**src/rtl/ahb_slave_mux.sv**
```systemverilog
// ahb_slave_mux: AHB-Lite responder-side interconnect for ROM, SRAM and the
// AHB-to-APB bridge, with a built-in default slave for unmapped addresses.
//
// Ports:
//   clk, reset                     bus clock, synchronous active-high reset
//   HADDR, HTRANS, HWRITE          shared address-phase signals
//   HSEL_ROM/SRAM/APB              combinational address-phase selects
//   HRDATA_*/HREADY_*/HRESP_*      per-slave data-phase responses
//   HRDATA, HREADY, HRESP          muxed data-phase response to the masters
//   err_count, err_addr, err_write default-slave error log
module ahb_slave_mux #(
  parameter logic [31:0] ROM_BASE  = 32'h0000_0000,
  parameter int unsigned ROM_SIZE  = 4096,
  parameter logic [31:0] SRAM_BASE = 32'h0001_0000,
  parameter int unsigned SRAM_SIZE = 4096,
  parameter logic [31:0] APB_BASE  = 32'h0020_0000,
  parameter int unsigned APB_SIZE  = 4096
) (
  input  logic        clk,
  input  logic        reset,
  input  logic [31:0] HADDR,
  input  logic [1:0]  HTRANS,
  input  logic        HWRITE,
  output logic        HSEL_ROM,
  output logic        HSEL_SRAM,
  output logic        HSEL_APB,
  input  logic [31:0] HRDATA_ROM,
  input  logic [31:0] HRDATA_SRAM,
  input  logic [31:0] HRDATA_APB,
  input  logic        HREADY_ROM,
  input  logic        HREADY_SRAM,
  input  logic        HREADY_APB,
  input  logic        HRESP_ROM,
  input  logic        HRESP_SRAM,
  input  logic        HRESP_APB,
  output logic [31:0] HRDATA,
  output logic        HREADY,
  output logic        HRESP,
  output logic [15:0] err_count,
  output logic [31:0] err_addr,
  output logic        err_write
);

  localparam int unsigned AW = 32;
  localparam int unsigned CW = 16;

  localparam logic [AW-1:0] ROM_MASK  = ~(AW'(ROM_SIZE)  - AW'(1));
  localparam logic [AW-1:0] SRAM_MASK = ~(AW'(SRAM_SIZE) - AW'(1));
  localparam logic [AW-1:0] APB_MASK  = ~(AW'(APB_SIZE)  - AW'(1));

  typedef enum logic [2:0] {
    DSEL_NONE, DSEL_ROM, DSEL_SRAM, DSEL_APB, DSEL_DEF
  } dsel_e;

  typedef enum logic [1:0] {
    DS_IDLE, DS_ERR1, DS_ERR2
  } ds_state_e;

  dsel_e          dsel_q, dsel_d;
  ds_state_e      ds_state_q, ds_state_d;
  logic [CW-1:0]  err_count_q, err_count_d;
  logic [AW-1:0]  err_addr_q, err_addr_d;
  logic           err_write_q, err_write_d;

  logic           hit_rom_c, hit_sram_c, hit_apb_c;
  logic           sel_rom_c, sel_sram_c, sel_apb_c;
  logic           unmapped_c;
  logic           accept_c, unmapped_acc_c;
  logic           ds_hready_c, ds_hresp_c;
  logic [AW-1:0]  hrdata_c;
  logic           hready_c, hresp_c;

  // HTRANS[0] only distinguishes NONSEQ/SEQ and IDLE/BUSY, which select identically.
  logic           unused_htrans0;
  assign unused_htrans0 = HTRANS[0];

  // Address decode with ROM > SRAM > APB priority on overlap.
  always_comb begin
    hit_rom_c  = (HADDR & ROM_MASK)  == ROM_BASE;
    hit_sram_c = (HADDR & SRAM_MASK) == SRAM_BASE;
    hit_apb_c  = (HADDR & APB_MASK)  == APB_BASE;
    sel_rom_c  = hit_rom_c;
    sel_sram_c = hit_sram_c & ~hit_rom_c;
    sel_apb_c  = hit_apb_c & ~hit_rom_c & ~hit_sram_c;
    unmapped_c = ~(hit_rom_c | hit_sram_c | hit_apb_c);
  end

  assign HSEL_ROM  = sel_rom_c;
  assign HSEL_SRAM = sel_sram_c;
  assign HSEL_APB  = sel_apb_c;

  // A transfer is accepted when it is active (NONSEQ/SEQ) and the bus is ready.
  assign accept_c       = hready_c & HTRANS[1];
  assign unmapped_acc_c = accept_c & unmapped_c;

  // Data-phase select: only advances on HREADY so a stalled address is ignored.
  always_comb begin
    dsel_d = dsel_q;
    if (hready_c) begin
      if (!HTRANS[1])      dsel_d = DSEL_NONE;
      else if (sel_rom_c)  dsel_d = DSEL_ROM;
      else if (sel_sram_c) dsel_d = DSEL_SRAM;
      else if (sel_apb_c)  dsel_d = DSEL_APB;
      else                 dsel_d = DSEL_DEF;
    end
  end

  // Default-slave FSM: state register.
  always_ff @(posedge clk) begin
    if (reset) ds_state_q <= DS_IDLE;
    else       ds_state_q <= ds_state_d;
  end

  // Default-slave FSM: next state.
  always_comb begin
    ds_state_d = ds_state_q;
    case (ds_state_q)
      DS_IDLE: if (unmapped_acc_c) ds_state_d = DS_ERR1;
      DS_ERR1: ds_state_d = DS_ERR2;
      DS_ERR2: ds_state_d = unmapped_acc_c ? DS_ERR1 : DS_IDLE;
      default: ds_state_d = DS_IDLE;
    endcase
  end

  // Default-slave FSM: two-cycle ERROR response outputs.
  always_comb begin
    ds_hready_c = 1'b1;
    ds_hresp_c  = 1'b0;
    case (ds_state_q)
      DS_ERR1: begin
        ds_hready_c = 1'b0;
        ds_hresp_c  = 1'b1;
      end
      DS_ERR2: begin
        ds_hready_c = 1'b1;
        ds_hresp_c  = 1'b1;
      end
      default: ;
    endcase
  end

  // Response mux driven by the registered data-phase select.
  always_comb begin
    hrdata_c = '0;
    hready_c = 1'b1;
    hresp_c  = 1'b0;
    case (dsel_q)
      DSEL_ROM: begin
        hrdata_c = HRDATA_ROM;
        hready_c = HREADY_ROM;
        hresp_c  = HRESP_ROM;
      end
      DSEL_SRAM: begin
        hrdata_c = HRDATA_SRAM;
        hready_c = HREADY_SRAM;
        hresp_c  = HRESP_SRAM;
      end
      DSEL_APB: begin
        hrdata_c = HRDATA_APB;
        hready_c = HREADY_APB;
        hresp_c  = HRESP_APB;
      end
      DSEL_DEF: begin
        hready_c = ds_hready_c;
        hresp_c  = ds_hresp_c;
      end
      default: ;
    endcase
  end

  assign HRDATA = hrdata_c;
  assign HREADY = hready_c;
  assign HRESP  = hresp_c;

  // Error log: capture the unmapped transfer, count ERR1 entries with saturation.
  always_comb begin
    err_count_d = err_count_q;
    err_addr_d  = err_addr_q;
    err_write_d = err_write_q;
    if (unmapped_acc_c) begin
      err_addr_d  = HADDR;
      err_write_d = HWRITE;
      if (err_count_q != {CW{1'b1}}) err_count_d = err_count_q + CW'(1);
    end
  end

  always_ff @(posedge clk) begin
    if (reset) begin
      dsel_q      <= DSEL_NONE;
      err_count_q <= '0;
      err_addr_q  <= '0;
      err_write_q <= 1'b0;
    end else begin
      dsel_q      <= dsel_d;
      err_count_q <= err_count_d;
      err_addr_q  <= err_addr_d;
      err_write_q <= err_write_d;
    end
  end

  assign err_count = err_count_q;
  assign err_addr  = err_addr_q;
  assign err_write = err_write_q;

endmodule

```
**config.mk**
```make
export PLATFORM = sky130hd
export DESIGN_NAME = ahb_slave_mux
export DESIGN_NICKNAME = d
export VERILOG_FILES = /design/src/rtl/ahb_slave_mux.sv
export SDC_FILE = /design/constraint.sdc
export NUM_CORES = 1
export LEC_CHECK = 0
export ABC_AREA = 1
export BUFFER_PORTS_ARGS = -buffer_cell sky130_fd_sc_hd__buf_2
export CAP_MARGIN = 0
export CORE_MARGIN = 2
export CORE_UTILIZATION = 46
export CTS_BUF_LIST = sky130_fd_sc_hd__clkbuf_4
export CTS_CLUSTER_DIAMETER = 30
export DETAILED_ROUTE_END_ITERATION = 10
export PLACE_DENSITY = 0.92
export SKIP_LAST_GASP = 1
export SYNTH_ARGS = -nofsm -noshare
export SYNTH_HDL_FRONTEND = slang
export SYNTH_SLANG_ARGS = --single-unit
```
**constraint.sdc**
```tcl
create_clock -name clk -period 3.4 [get_ports clk]
set_clock_uncertainty 0.2 [all_clocks]
set_input_delay 0.68 -clock clk [delete_from_list [all_inputs] [get_ports clk]]
set_output_delay 0.68 -clock clk [all_outputs]
set_load 0.02 [all_outputs]
```
==> results.json <==
{
  "setup_tns_ps": 0,
  "fin_crit_sh_pct": 88.8,
  "p_per_area_nw_per_um2": 311,
  "grt_pass1_wl_um": 17600,
  "io_pins": 225,
  "cts_buffers": 5,
  "final_cell_mix": "buf_2 (223), nand2_1 (135), nor2_1 (103)",
  "drc_errors": 0,
  "rows": 30,
  "start_kind": "register",
  "num-fill-cells": 602,
  "synth_cells": 495,
  "grt_max_degree": 37,
  "post_cts_buffers": 0,
  "firstDrtPassIters": 5,
  "drive_gt1_share_pct": 34.8,
  "hold_viol": 0,
  "drt_iter0_markers": 225,
  "slew_headroom_pct": 38.2,
  "crit_path_max_fanout": 26,
  "post_cts_resized": 0,
  "ys_types": 27,
  "max_slew.worst_pin.slew_ps": 925,
  "hpwl_um": 9640,
  "required_ps": 2520,
  "antenna_found_initial": 1,
  "layout_commonest_cell": "buf_2",
  "status": "completed",
  "ir_drop_uv": 209,
  "dieArea_um2": 7620,
  "grt_pass1_vias": 3604,
  "synth_area_um2": 3190,
  "dp.cells": 779,
  "clk_latency_ps": 370,
  "fin_crit_ps": 3020,
  "ant_nets": 0,
  "p_leak_uw": 0.00237,
  "final_area_um2": 4390,
  "clock.fmax_mhz": 331,
  "power.switching_uw": 405,
  "cap_viol_max_count": 0,
  "cp_data_arrival_time_ps": 2140,
  "reg2reg_from": "dsel_q[0]$_SDFFE_PP0N_",
  "clockBufferDepth": 2,
  "startpoint": "dsel_q[2]$_SDFFE_PP0N_",
  "switching_share_pct": 29.7,
  "grtUsageTotal_pct": 29.6,
  "synth_warnings": 0,
  "ys_seq_area_share_pct": 33.9,
  "synth_seq_cells": 54,
  "hold_path.class": "reg -> reg",
  "placed_area_um2": 4300,
  "internal_power_uw": 961,
  "cts_sinks": 54,
  "setup_viol": 0,
  "p_seq_share_pct": 50.9,
  "critical_path_class": "reg -> out",
  "combPwrFrac_pct": 22.8,
  "end_kind": "output port",
  "p_clk_share_pct": 26.3,
  "min_from": "err_addr[25]$_SDFFE_PP0P_",
  "cts.clk_slew.worst_paths_ps": 150,
  "place_ws_ps": 649,
  "syn-num-nets": 640,
  "start_util_pct": 47.2,
  "final_cells": 789,
  "die_h_um": 87.3,
  "rsz0062_at_grt": "false",
  "cts_htree_levels": 2,
  "die_w_um": 87.3,
  "ctsHoldBuffers": 0,
  "wire_per_inst_um": 15.1,
  "wl_um": 11900,
  "syn_area_per_cell_um2": 6.45,
  "vias": 4134,
  "postLayoutCoreUtil_pct": 65.0,
  "gp_congestion": 0.908,
  "fp.coreArea_um2": 6760,
  "detail_route.vias_per_cell": 5.24,
  "final_nets": 851,
  "root_buffer": "clkbuf_4",
  "finalWorstSetupSlack_ps": 380,
  "cts_tree": "yes",
  "grt_overflow": 0,
  "slew_viol_final": 0,
  "io_buffers": 223,
  "area_growth_pct": 37.6
}
## cell families (layout without fill, tap and decap cells)
| group | Yosys count | after routing | share of synthesized area [%] |
|---|---|---|---|
| buffers and inverters | 54 | 266 | 8.23 |
| AND/OR/NAND/NOR | 291 | 291 | 38.4 |
| other | 0 | 2 | 0 |
| flip-flops | 54 | 54 | 33.9 |
| adder cells (fa/ha/maj) | 6 | 6 | 2.35 |
| XOR/XNOR | 8 | 8 | 2.20 |
| AO/OA/AOI/OAI | 82 | 82 | 15.0 |
## stage by stage
stage | power, uW | hold WS (ps)
6_report | 1370 | 293
5_1_grt | 1440 | 322
4_1_cts | 1370 | 296
3_5_place_dp | 1020 | 266
3_3_place_gp | 1010 | 259
2_1_floorplan | 881 | 290
## per-layer routing
layer	routed length, um	GRT usage, %
met3	920	5.21
met1	4580	35.3
met5	0	0
met4	272	10.1
met2	6140	53.2
## synthesized netlist by cell type (all sizes together)
master | number | area (um2)
a21oi | 18 | 90.1
a22oi | 24 | 180
and2 | 1 | 6.26
buf | 14 | 110
clkbuf | 12 | 45.0
dfxtp | 54 | 1080
ha | 6 | 75.1
inv | 28 | 108
nand2 | 135 | 507
nand3 | 25 | 138
nand3b | 1 | 7.51
nand4 | 18 | 113
nor2 | 108 | 438
nor3 | 3 | 15.0
o2111ai | 1 | 8.76
o21ai | 39 | 199
xnor2 | 3 | 26.3
xor2 | 5 | 43.8
## final cells by class
| type | instances | area, um2 | share of cell area (%) |
|---|---|---|---|
| antenna | 2 | 5.00 | 0.114 |
| timing repair buffer | 230 | 1170 | 26.6 |
| inverter | 28 | 108 | 2.45 |
| clock buffer | 6 | 45.0 | 1.03 |
| multi-input combinational | 387 | 1850 | 42.1 |
| tap | 80 | 100 | 2.28 |
| sequential | 54 | 1080 | 24.6 |
| clock inverter | 2 | 37.5 | 0.855 |
## worst paths after layout
kind	end	slack [ps]	cells after the start
setup / recovery	HRDATA[7]	380	7
hold / removal	err_addr[25]$_SDFFE_PP0P_	290	2
setup reg to reg	err_addr[28]$_SDFFE_PP0P_	930	11
hold reg to reg	err_addr[25]$_SDFFE_PP0P_	290	2
## state kept, by name (all words and copies together), names as in the netlist
name	count
err_addr	32
err_write	1
dsel_q	3
ds_state_q	2
err_count	16
## critical path, stage by stage (launching register included)
cell,delay (ps)
dfxtp_1,390
inv_1,140
nand3_1,90
inv_1,550
buf_4,280
a22oi_1,80
nand2_1,70
buf_2,160
## power groups by stage
| stage | clock [uW] | sequential [uW] | combinational, uW |
|---|---|---|---|
| after floorplan | 0 | 752 | 129 |
| after global placement | 0 | 706 | 300 |
| after detailed placement | 0 | 710 | 309 |
| after CTS | 369 | 696 | 310 |
| after global routing | 391 | 701 | 345 |
| final | 360 | 696 | 311 |
Note: power is estimated with default switching activity, not from simulation.
